File: src/rtl/dds_phase_gen_if.sv
// Bus bundle for dds_phase_gen: FTW load port, phase offset, run level and the phase sample stream.
// Stream: a beat transfers when phase_valid_o & phase_ready_i on a rising edge; valid never retracts and phase_o holds until then.
interface dds_phase_gen_if #(
  parameter int ACC_WIDTH   = 32,
  parameter int PHASE_WIDTH = 12
);
  logic [ACC_WIDTH-1:0]   ftw_i;
  logic                   ftw_valid_i;
  logic                   ftw_ready_o;
  logic [PHASE_WIDTH-1:0] pofs_i;
  logic                   run_i;
  logic [PHASE_WIDTH-1:0] phase_o;
  logic                   phase_valid_o;
  logic                   phase_ready_i;
  logic                   wrap_o;
  logic [1:0]             state_o;

  modport slave (
    input  ftw_i, ftw_valid_i, pofs_i, run_i, phase_ready_i,
    output ftw_ready_o, phase_o, phase_valid_o, wrap_o, state_o
  );

  modport master (
    output ftw_i, ftw_valid_i, pofs_i, run_i, phase_ready_i,
    input  ftw_ready_o, phase_o, phase_valid_o, wrap_o, state_o
  );
endinterface

File: src/rtl/dds_phase_gen.sv
// DDS phase accumulator streaming truncated, offset phase samples to the sine ROM address path.
// Optional LFSR dithering of the truncated LSBs is enabled by defining DDS_PHASE_DITHER_EN.
module dds_phase_gen #(
  parameter int ACC_WIDTH    = 32,
  parameter int PHASE_WIDTH  = 12,
  parameter int DITHER_WIDTH = 4
) (
  input  logic           clk_i,
  input  logic           rst_i,
  dds_phase_gen_if.slave bus
);

  typedef enum logic [1:0] {
    ST_IDLE  = 2'd0,
    ST_PRIME = 2'd1,
    ST_RUN   = 2'd2,
    ST_DRAIN = 2'd3
  } state_e;

  localparam int DITHER_SHIFT = ACC_WIDTH - PHASE_WIDTH - DITHER_WIDTH;

  state_e                 state_q;
  logic [ACC_WIDTH-1:0]   acc_q;
  logic [ACC_WIDTH-1:0]   ftw_q;
  logic [PHASE_WIDTH-1:0] phase_q;
  logic                   valid_q;
  logic                   wrap_q;
  logic                   ftw_ready_q;

  logic                    hs;
  logic                    ftw_load;
  logic [ACC_WIDTH:0]      sum;
  logic [ACC_WIDTH-1:0]    acc_nxt;
  logic                    carry;
  logic [ACC_WIDTH-1:0]    acc_dith;
  logic [DITHER_WIDTH-1:0] dither_bits;
  logic [PHASE_WIDTH-1:0]  phase_nxt;
  logic [PHASE_WIDTH-1:0]  phase_first;

  assign hs       = valid_q & bus.phase_ready_i;
  assign ftw_load = bus.ftw_valid_i & ftw_ready_q;

  assign sum      = {1'b0, acc_q} + {1'b0, ftw_q};
  assign acc_nxt  = sum[ACC_WIDTH-1:0];
  assign carry    = sum[ACC_WIDTH];

  // Dither only perturbs the value being truncated; the accumulator stays exact.
  assign acc_dith    = acc_nxt + ({{(ACC_WIDTH-DITHER_WIDTH){1'b0}}, dither_bits} << DITHER_SHIFT);
  assign phase_nxt   = acc_dith[ACC_WIDTH-1 -: PHASE_WIDTH] + bus.pofs_i;
  assign phase_first = acc_q[ACC_WIDTH-1 -: PHASE_WIDTH] + bus.pofs_i;

`ifdef DDS_PHASE_DITHER_EN
  localparam logic [15:0] LFSR_SEED = 16'hACE1;
  localparam logic [15:0] LFSR_TAPS = 16'hB400;

  logic [15:0] lfsr_q;
  logic [15:0] lfsr_d;

  // Galois form of x^16+x^14+x^13+x^11+1; held at the seed while idle.
  always_comb begin
    lfsr_d = lfsr_q;
    if (state_q == ST_IDLE) begin
      lfsr_d = LFSR_SEED;
    end else if (hs) begin
      lfsr_d = {1'b0, lfsr_q[15:1]} ^ (lfsr_q[0] ? LFSR_TAPS : 16'h0000);
    end
  end

  always_ff @(posedge clk_i) begin
    if (rst_i) begin
      lfsr_q <= LFSR_SEED;
    end else begin
      lfsr_q <= lfsr_d;
    end
  end

  assign dither_bits = lfsr_q[DITHER_WIDTH-1:0];
`else
  assign dither_bits = '0;
`endif

  always_ff @(posedge clk_i) begin
    if (rst_i) begin
      ftw_q       <= '0;
      ftw_ready_q <= 1'b0;
    end else begin
      ftw_ready_q <= 1'b1;
      if (ftw_load) begin
        ftw_q <= bus.ftw_i;
      end
    end
  end

  always_ff @(posedge clk_i) begin
    if (rst_i) begin
      state_q <= ST_IDLE;
      acc_q   <= '0;
      phase_q <= '0;
      valid_q <= 1'b0;
      wrap_q  <= 1'b0;
    end else begin
      wrap_q <= 1'b0;
      case (state_q)
        ST_IDLE: begin
          acc_q   <= '0;
          valid_q <= 1'b0;
          if (bus.run_i) begin
            state_q <= ST_PRIME;
          end
        end
        ST_PRIME: begin
          phase_q <= phase_first;
          valid_q <= 1'b1;
          state_q <= ST_RUN;
        end
        ST_RUN: begin
          if (hs) begin
            if (bus.run_i) begin
              acc_q   <= acc_nxt;
              phase_q <= phase_nxt;
              wrap_q  <= carry;
            end else begin
              acc_q   <= '0;
              valid_q <= 1'b0;
              state_q <= ST_IDLE;
            end
          end else if (!bus.run_i) begin
            state_q <= ST_DRAIN;
          end
        end
        ST_DRAIN: begin
          // run_i is deliberately ignored here; the held sample must leave first.
          if (hs) begin
            acc_q   <= '0;
            valid_q <= 1'b0;
            state_q <= ST_IDLE;
          end
        end
        default: begin
          state_q <= ST_IDLE;
        end
      endcase
    end
  end

  assign bus.ftw_ready_o   = ftw_ready_q;
  assign bus.phase_o       = phase_q;
  assign bus.phase_valid_o = valid_q;
  assign bus.wrap_o        = wrap_q;
  assign bus.state_o       = state_q;

endmodule

File: src/flat_wrapper.sv
// flat-port wrapper written by rule: the top's interface ports become plain ports
module dds_phase_gen_flat 
#(
  parameter int ACC_WIDTH    = 32,
  parameter int PHASE_WIDTH  = 12,
  parameter int DITHER_WIDTH = 4
)
  (clk_i, rst_i, bus_ftw_i, bus_ftw_valid_i, bus_pofs_i, bus_run_i, bus_phase_ready_i, bus_ftw_ready_o, bus_phase_o, bus_phase_valid_o, bus_wrap_o, bus_state_o);
  dds_phase_gen_if #(.ACC_WIDTH(ACC_WIDTH), .PHASE_WIDTH(PHASE_WIDTH)) bus_i ();
  input  logic clk_i;
  input  logic rst_i;
  input wire logic [$bits(bus_i.ftw_i)-1:0] bus_ftw_i;
  input wire logic [$bits(bus_i.ftw_valid_i)-1:0] bus_ftw_valid_i;
  input wire logic [$bits(bus_i.pofs_i)-1:0] bus_pofs_i;
  input wire logic [$bits(bus_i.run_i)-1:0] bus_run_i;
  input wire logic [$bits(bus_i.phase_ready_i)-1:0] bus_phase_ready_i;
  output wire logic [$bits(bus_i.ftw_ready_o)-1:0] bus_ftw_ready_o;
  output wire logic [$bits(bus_i.phase_o)-1:0] bus_phase_o;
  output wire logic [$bits(bus_i.phase_valid_o)-1:0] bus_phase_valid_o;
  output wire logic [$bits(bus_i.wrap_o)-1:0] bus_wrap_o;
  output wire logic [$bits(bus_i.state_o)-1:0] bus_state_o;
  assign bus_i.ftw_i = bus_ftw_i;
  assign bus_i.ftw_valid_i = bus_ftw_valid_i;
  assign bus_i.pofs_i = bus_pofs_i;
  assign bus_i.run_i = bus_run_i;
  assign bus_i.phase_ready_i = bus_phase_ready_i;
  assign bus_ftw_ready_o = bus_i.ftw_ready_o;
  assign bus_phase_o = bus_i.phase_o;
  assign bus_phase_valid_o = bus_i.phase_valid_o;
  assign bus_wrap_o = bus_i.wrap_o;
  assign bus_state_o = bus_i.state_o;
  dds_phase_gen #(.ACC_WIDTH(ACC_WIDTH), .PHASE_WIDTH(PHASE_WIDTH), .DITHER_WIDTH(DITHER_WIDTH)) u_core (.clk_i(clk_i), .rst_i(rst_i), .bus(bus_i));
endmodule
File: config.mk
export PLATFORM = sky130hd
export DESIGN_NAME = dds_phase_gen_flat
export DESIGN_NICKNAME = d
export VERILOG_FILES = /design/src/rtl/dds_phase_gen_if.sv /design/src/rtl/dds_phase_gen.sv /design/src/flat_wrapper.sv
export SDC_FILE = /design/constraint.sdc
export NUM_CORES = 1
export LEC_CHECK = 0
export ABC_CLOCK_PERIOD_IN_PS = 13700
export BUFFER_PORTS_ARGS = -buffer_cell sky130_fd_sc_hd__buf_2
export CAP_MARGIN = 10
export CELL_PAD_IN_SITES_DETAIL_PLACEMENT = 0
export CELL_PAD_IN_SITES_GLOBAL_PLACEMENT = 1
export CORE_UTILIZATION = 30
export DETAILED_ROUTE_END_ITERATION = 10
export GPL_TIMING_DRIVEN = 0
export MAX_ROUTING_LAYER = met4
export PLACE_DENSITY_LB_ADDON = 0.1
export SKIP_LAST_GASP = 1
export SYNTH_ARGS = -nofsm -noshare
export SYNTH_HDL_FRONTEND = slang
export SYNTH_SLANG_ARGS = --single-unit
File: constraint.sdc
create_clock -name clk_i -period 13.7 [get_ports clk_i]
set_clock_uncertainty 0.2 [all_clocks]
set_input_delay 2.055 -clock clk_i [delete_from_list [all_inputs] [get_ports clk_i]]
set_output_delay 2.055 -clock clk_i [all_outputs]
set_load 0.01 [all_outputs]
==> results.sh, run 1 <==
export IMPL_status="complete, no violations"
export IMPL_ys_async_sr_fraction=0
export IMPL_yosysMostFrequentCell="nand2_1"
export IMPL_drcViolationCount=0
export IMPL_syn_nets=736
export IMPL_use_met3=0.0242
export IMPL_grt_busiest_layer="met2"
export IMPL_path_max_fanout=6
export IMPL_hold_viol=0
export IMPL_synth_area_leaders="dfxtp_1 33%, ha_1 11%, nand2_1 9.1%"
export IMPL_ys_seq_elements=81
export IMPL_synth_simple_gate_area_frac=0.229
export IMPL_viasPerCell=5.01
export IMPL_die_w_um=130
export IMPL_rrSetupSlack_ps=8410
export IMPL_setup_tns_ps=0
export IMPL_synth_edf_count=0
export IMPL_grt_usage=0.186
export IMPL_cts_setup_buffers=0
export IMPL_synth_compound_area_share=0.244
export IMPL_fmax_mhz=189
export IMPL_relSlewSlack=0.463
export IMPL_io_pins=66
export IMPL_rsz0062_at_grt="false"
export IMPL_max_cap_violations=0
export IMPL_synth_top_family_by_area="compound AO/OA/AOI/OAI gates"
export IMPL_grtUsageMet1=0.247
export IMPL_maxSlewViolCount=0
export IMPL_die_height_um=130
export IMPL_finalNetCount=812
export IMPL_synth_top_area_frac=0.328
export IMPL_synth_flop_cell="dfxtp_1"
export IMPL_leakagePower_uw=0.00253
export IMPL_cp_arrival_ps=5290
export IMPL_synth_fa_ha_area_frac=0.117
export IMPL_tightest_slew_ps=805
export IMPL_yosys_warnings=0
export IMPL_yosysTopAreaCell="dfxtp_1"
export IMPL_cts_hold_buf=0
export IMPL_grt_ovfl_total=0
export IMPL_antenna_diode_count=0
export IMPL_gp_congestion=0.847
export IMPL_fin_crit_ps=5290
export IMPL_gr_usage_met2=0.286
export IMPL_power_density_mw_per_mm2=100
export IMPL_crit_type="flop to flop"
export IMPL_clk_latency_ps=350
export IMPL_hold_ws_ps=264
export IMPL_cts_made_buffers=9
export IMPL_die_area_mm2=0.0170
export IMPL_ant_nets=0
export IMPL_wl_per_cell_um=15.2
export IMPL_rr_worst_depth=22
export IMPL_final_area_mm2=0.00581
export IMPL_instances_no_fill=939
export IMPL_start_util=0.309
export IMPL_ir_worst_vdd_uv=59.1
export IMPL_cts_sinks=81
export IMPL_ys_seq_area_frac=0.328
export IMPL_hold_start="u_core.acc_q[8]"
export IMPL_cp_start_kind="flop"
export IMPL_placed_area_mm2=0.00554
export IMPL_wirelength_um=14300
export IMPL_synth_mux_area_fraction=0.00811
export IMPL_layout_drive_gt1_share=0.130
export IMPL_grt_pass1_wl_um=23300
export IMPL_syn_area_mm2=0.00494
export IMPL_clk_path_buf_depth=2
export IMPL_htree_levels=3
export IMPL_min_to="u_core.acc_q[8]"
export IMPL_dr_pass1_iters=4
export IMPL_setup_viol=0
export IMPL_grt_max_degree=14
export IMPL_antenna_found_initial=0
export IMPL_rows=46
export IMPL_min_path_type="flop to flop"
export IMPL_synthTopCellsByCount="120 x nand2_1, 81 x dfxtp_1, 76 x a21oi_1, 57 x nor2_1, 43 x ha_1"
export IMPL_required_ps=13700
export IMPL_numPlacedInstances=923
export IMPL_synth_xor_area_frac=0.0408
export IMPL_dp_hpwl_um=11200
export IMPL_grt_pass1_vias=4515
export IMPL_cts_tree="yes"
export IMPL_synth_cell_type_count=57
export IMPL_synthCells=642
export IMPL_endpoint_kind="flop"
export IMPL_vias=4702
export IMPL_root_buffer="clkbuf_16"
export IMPL_fillers=1794
export IMPL_whs_path_depth=2
export IMPL_io_buffers=65
export IMPL_finalCritPeriodShare=0.386
export IMPL_rr_startpoint="u_core.ftw_q[0]"
export IMPL_synth_avg_cell_area_um2=7.69
export IMPL_clkSlewWorstSetupHoldPaths_ps=60
export IMPL_core_mm2=0.0160
export IMPL_drt_iter0_drc=187
export IMPL_cts_resized=0
export IMPL_rr_endpoint="u_core.bus.phase_o[11]"
export IMPL_area_growth_pct=17.6
cells by family (layout without fill, tap and decap cells):
logic type,count (synthesis),count (layout)
XOR/XNOR,23,23
buffers and inverters,43,124
flip-flops,81,81
AND/OR/NAND/NOR,256,256
multiplexers,4,4
adder cells (fa/ha/maj),45,45
AO/OA/AOI/OAI,190,190
worst max path at each step:
stage	startpoint	slack, ps	depth (start not counted)	endpoint
floorplan	u_core.ftw_q[0]	9360	24	u_core.bus.phase_o[8]
global placement	u_core.ftw_q[0]	8470	24	u_core.bus.phase_o[8]
detailed placement	u_core.ftw_q[0]	8420	22	u_core.bus.phase_o[11]
CTS	u_core.ftw_q[0]	8400	22	u_core.bus.phase_o[11]
global route	u_core.ftw_q[0]	7840	24	u_core.bus.phase_o[8]
finish	u_core.ftw_q[0]	8410	22	u_core.bus.phase_o[11]
through the flow:
| stage | total power [uW] | setup slack, ps | utilization |
|---|---|---|---|
| after detailed placement | 360 | 8420 | 0.346 |
| after global routing | 614 | 7840 | 0.363 |
| after floorplan | 319 | 9360 | - |
| after CTS | 592 | 8400 | 0.363 |
| after global placement | 360 | 8470 | 0.346 |
| final | 583 | 8410 | 0.363 |
registers in the layout, summed over array words and instances (netlist names):
signal / cells
u_core.acc_q: 32
u_core.bus.ftw_ready_o: 1
u_core.bus.phase_o: 12
u_core.bus.phase_valid_o: 1
u_core.bus.state_o: 2
u_core.bus.wrap_o: 1
u_core.ftw_q: 32
power by group:
part / internal (uW) / total [uW] / leakage, uW / switching [uW]
registers: 246 / 253 / 0.000659 / 7.05
clock network: 126 / 229 / 0.000142 / 102
logic: 33.7 / 101 / 0.00173 / 67.3
total: 406 / 583 / 0.00253 / 176
worst max-delay path: stages (launching register included):
cell and delay [ps]:
dfxtp_1 350, ha_1 210, inv_1 70, fa_1 390
nor2b_1 180, o21ai_1 100, a21boi_1 330, o21ai_2 200
a211oi_2 330, a31oi_1 220, o21bai_1 320, xnor2_1 110
o21ai_0 310, ha_1 280, o21a_1 140, nor2_1 50
a211oi_1 370, nor2_1 100, a21oi_1 190, xor2_1 290
nor2_1 90, a221oi_1 210, a31oi_1 110
layout by cell type, fill, tap and decap left out, types with 10 or more instances in the layout:
cell type  count
nand2_1      120
dfxtp_1       81
a21oi_1       76
buf_2         67
nor2_1        57
ha_1          43
o21ai_0       27
clkbuf_1      23
nand3_1       21
inv_1         16
a22oi_1       16
nor3_1        14
xor2_1        13
a21o_1        12
xnor2_1       10
metal layers:
| layer | wire length, um | vias up | share of wire |
|---|---|---|---|
| li1 | - | 2433 | - |
| met1 | 7280 | 2158 | 0.51 |
| met2 | 6250 | 95 | 0.44 |
| met3 | 526 | 16 | 0.037 |
| met4 | 233 | 0 | 0.016 |
| met5 | 0 | - | 0 |
cell type report:
cell class,instances,area [um^2],area share
buffer,26,100,0.0172
clock buffer,10,239,0.0411
clock inverter,6,33.8,0.00582
tap,216,270,0.0465
timing repair buffer,65,325,0.0560
inverter,17,63.8,0.0110
sequential,81,1620,0.279
multi-input combinational,518,3150,0.543
Power figures use the tool's default switching activity.
==> run 2, diff against run 1 <==
Settings changed: ABC_CLOCK_PERIOD_IN_PS 13700 to 5000.
Clock period 13.7 ns to 5 ns, I/O delays scaled along.
==> results.sh, run 2 (synthesis results as in run 1) <==
export IMPL_status="complete, no violations"
export IMPL_wl_met1_um=7190
export IMPL_start_util=0.309
export IMPL_tightest_slew_ps=777
export IMPL_endpoint_kind="flop"
export IMPL_power_density_mw_per_mm2=269
export IMPL_io_pins=66
export IMPL_min_path_type="flop to flop"
export IMPL_layout_drive_gt1_share=0.163
export IMPL_hold_ws_ps=264
export IMPL_maxSlewViolCount=0
export IMPL_ant_nets=0
export IMPL_setup_viol=0
export IMPL_grt_pass1_wl_um=23400
export IMPL_path_max_fanout=6
export IMPL_instances_no_fill=944
export IMPL_die_area_mm2=0.0170
export IMPL_leakagePower_uw=0.00257
export IMPL_core_mm2=0.0160
export IMPL_fmax_mhz=210
export IMPL_wl_met3_um=620
export IMPL_drcViolationCount=0
export IMPL_hold_viol=0
export IMPL_pre_cts_slack_ps=-279
export IMPL_cts_sinks=81
export IMPL_clk_path_buf_depth=2
export IMPL_fin_crit_ps=4770
export IMPL_cp_arrival_ps=4770
export IMPL_grt_ovfl_total=0
export IMPL_area_growth_pct=20.6
export IMPL_grt_pass1_vias=4529
export IMPL_cts_made_buffers=9
export IMPL_viasPerCell=5.01
export IMPL_die_w_um=130
export IMPL_fin_util=0.372
export IMPL_cts_hold_buf=0
export IMPL_dr_pass1_iters=8
export IMPL_dp_hpwl_um=11200
export IMPL_finalCritPeriodShare=0.954
export IMPL_crit_type="flop to flop"
export IMPL_root_buffer="clkbuf_16"
export IMPL_antenna_found_initial=0
export IMPL_cts_tree="yes"
export IMPL_rows=46
export IMPL_io_buffers=65
export IMPL_relSlewSlack=0.482
export IMPL_finalNetCount=817
export IMPL_setup_tns_ps=0
export IMPL_clk_latency_ps=350
export IMPL_grt_max_degree=14
export IMPL_gp_congestion=0.847
export IMPL_required_ps=5000
export IMPL_numPlacedInstances=923
export IMPL_setup_ws_ps=232
export IMPL_ir_worst_vdd_uv=165
export IMPL_vias=4729
export IMPL_top_layer="met4"
export IMPL_htree_levels=3
export IMPL_wirelength_um=14400
export IMPL_grt_usage=0.187
export IMPL_cp_start_kind="flop"
export IMPL_wl_per_cell_um=15.3
export IMPL_max_cap_violations=0
export IMPL_clkSlewWorstSetupHoldPaths_ps=70
export IMPL_most_common_layout_cells="120 x nand2_1, 81 x dfxtp_1, 74 x a21oi_1"
export IMPL_die_height_um=130
export IMPL_wl_met2_um=6330
export IMPL_drt_iter0_drc=232
export IMPL_final_common_cell="nand2_1"
export IMPL_antenna_diode_count=0
[run 2: cell count changes in the layout (fill, tap and decap cells not counted), moves of 3 or more]
cell	change
a21boi_2	+3
buf_4	+5
o21ai_0	-5
o21ai_1	+3
[run 2: worst max-delay path, stage by stage, from the launching register on]
cell      delay, ps
dfxtp_1         360
ha_2            210
inv_1            60
fa_1            400
nor2b_2         160
o21ai_1         110
a21boi_2        270
o21ai_4         130
a211oi_4        290
a31oi_2         200
o21bai_2        190
xnor2_1         150
o21ai_1         130
ha_2            380
o21a_1          110
nor2_1           50
a211oi_2        270
nor2_1           80
a21oi_1         180
xor2_1          290
nor2_1           90
a221oi_1        210
a31oi_1         110
[run 2: area by class of cell]
class / count / area [um^2]
timing repair buffer: 70 / 363
clock buffer: 10 / 239
multi-input combinational: 518 / 3270
clock inverter: 6 / 33.8
inverter: 17 / 63.8
tap: 216 / 270
fill: 1781 / 10000
buffer: 26 / 100
sequential: 81 / 1620
[run 2: what timing repair did]
item	in CTS	in global routing
cloned	0	0
endpoints found under the setup margin	3	4
pin swaps	3	9
gates resized for setup	8	22
setup buffers	1	4
[run 2: metal layers]
metal  global-route usage  vias up
met3               0.0242       17
met5                    -        -
li1                     -     2442
met1                0.247     2161
met2                0.285      109
met4               0.0752        0
[run 2: power breakdown]
group | internal (uW) | leakage [uW] | switching (uW)
registers | 675 | 0.000659 | 19.3
clock network | 346 | 0.000142 | 279
logic | 94.6 | 0.00177 | 186
total | 1120 | 0.00257 | 484
[run 2: path summary, 6_finish.rpt]
path                   start                      to  slack, ps  depth (start not counted)
max          u_core.ftw_q[0]  u_core.bus.phase_o[11]        230                         22
min          u_core.acc_q[8]         u_core.acc_q[8]        260                          2
max reg2reg  u_core.ftw_q[0]  u_core.bus.phase_o[11]        230                         22
min reg2reg  u_core.acc_q[8]         u_core.acc_q[8]        260                          2
[run 2: per-stage QoR]
step,instance area [um^2],power [uW]
after floorplan,4940,875
after global placement,5540,987
after detailed placement,5540,987
after CTS,5840,1620
after global routing,5960,1690
final,5960,1600
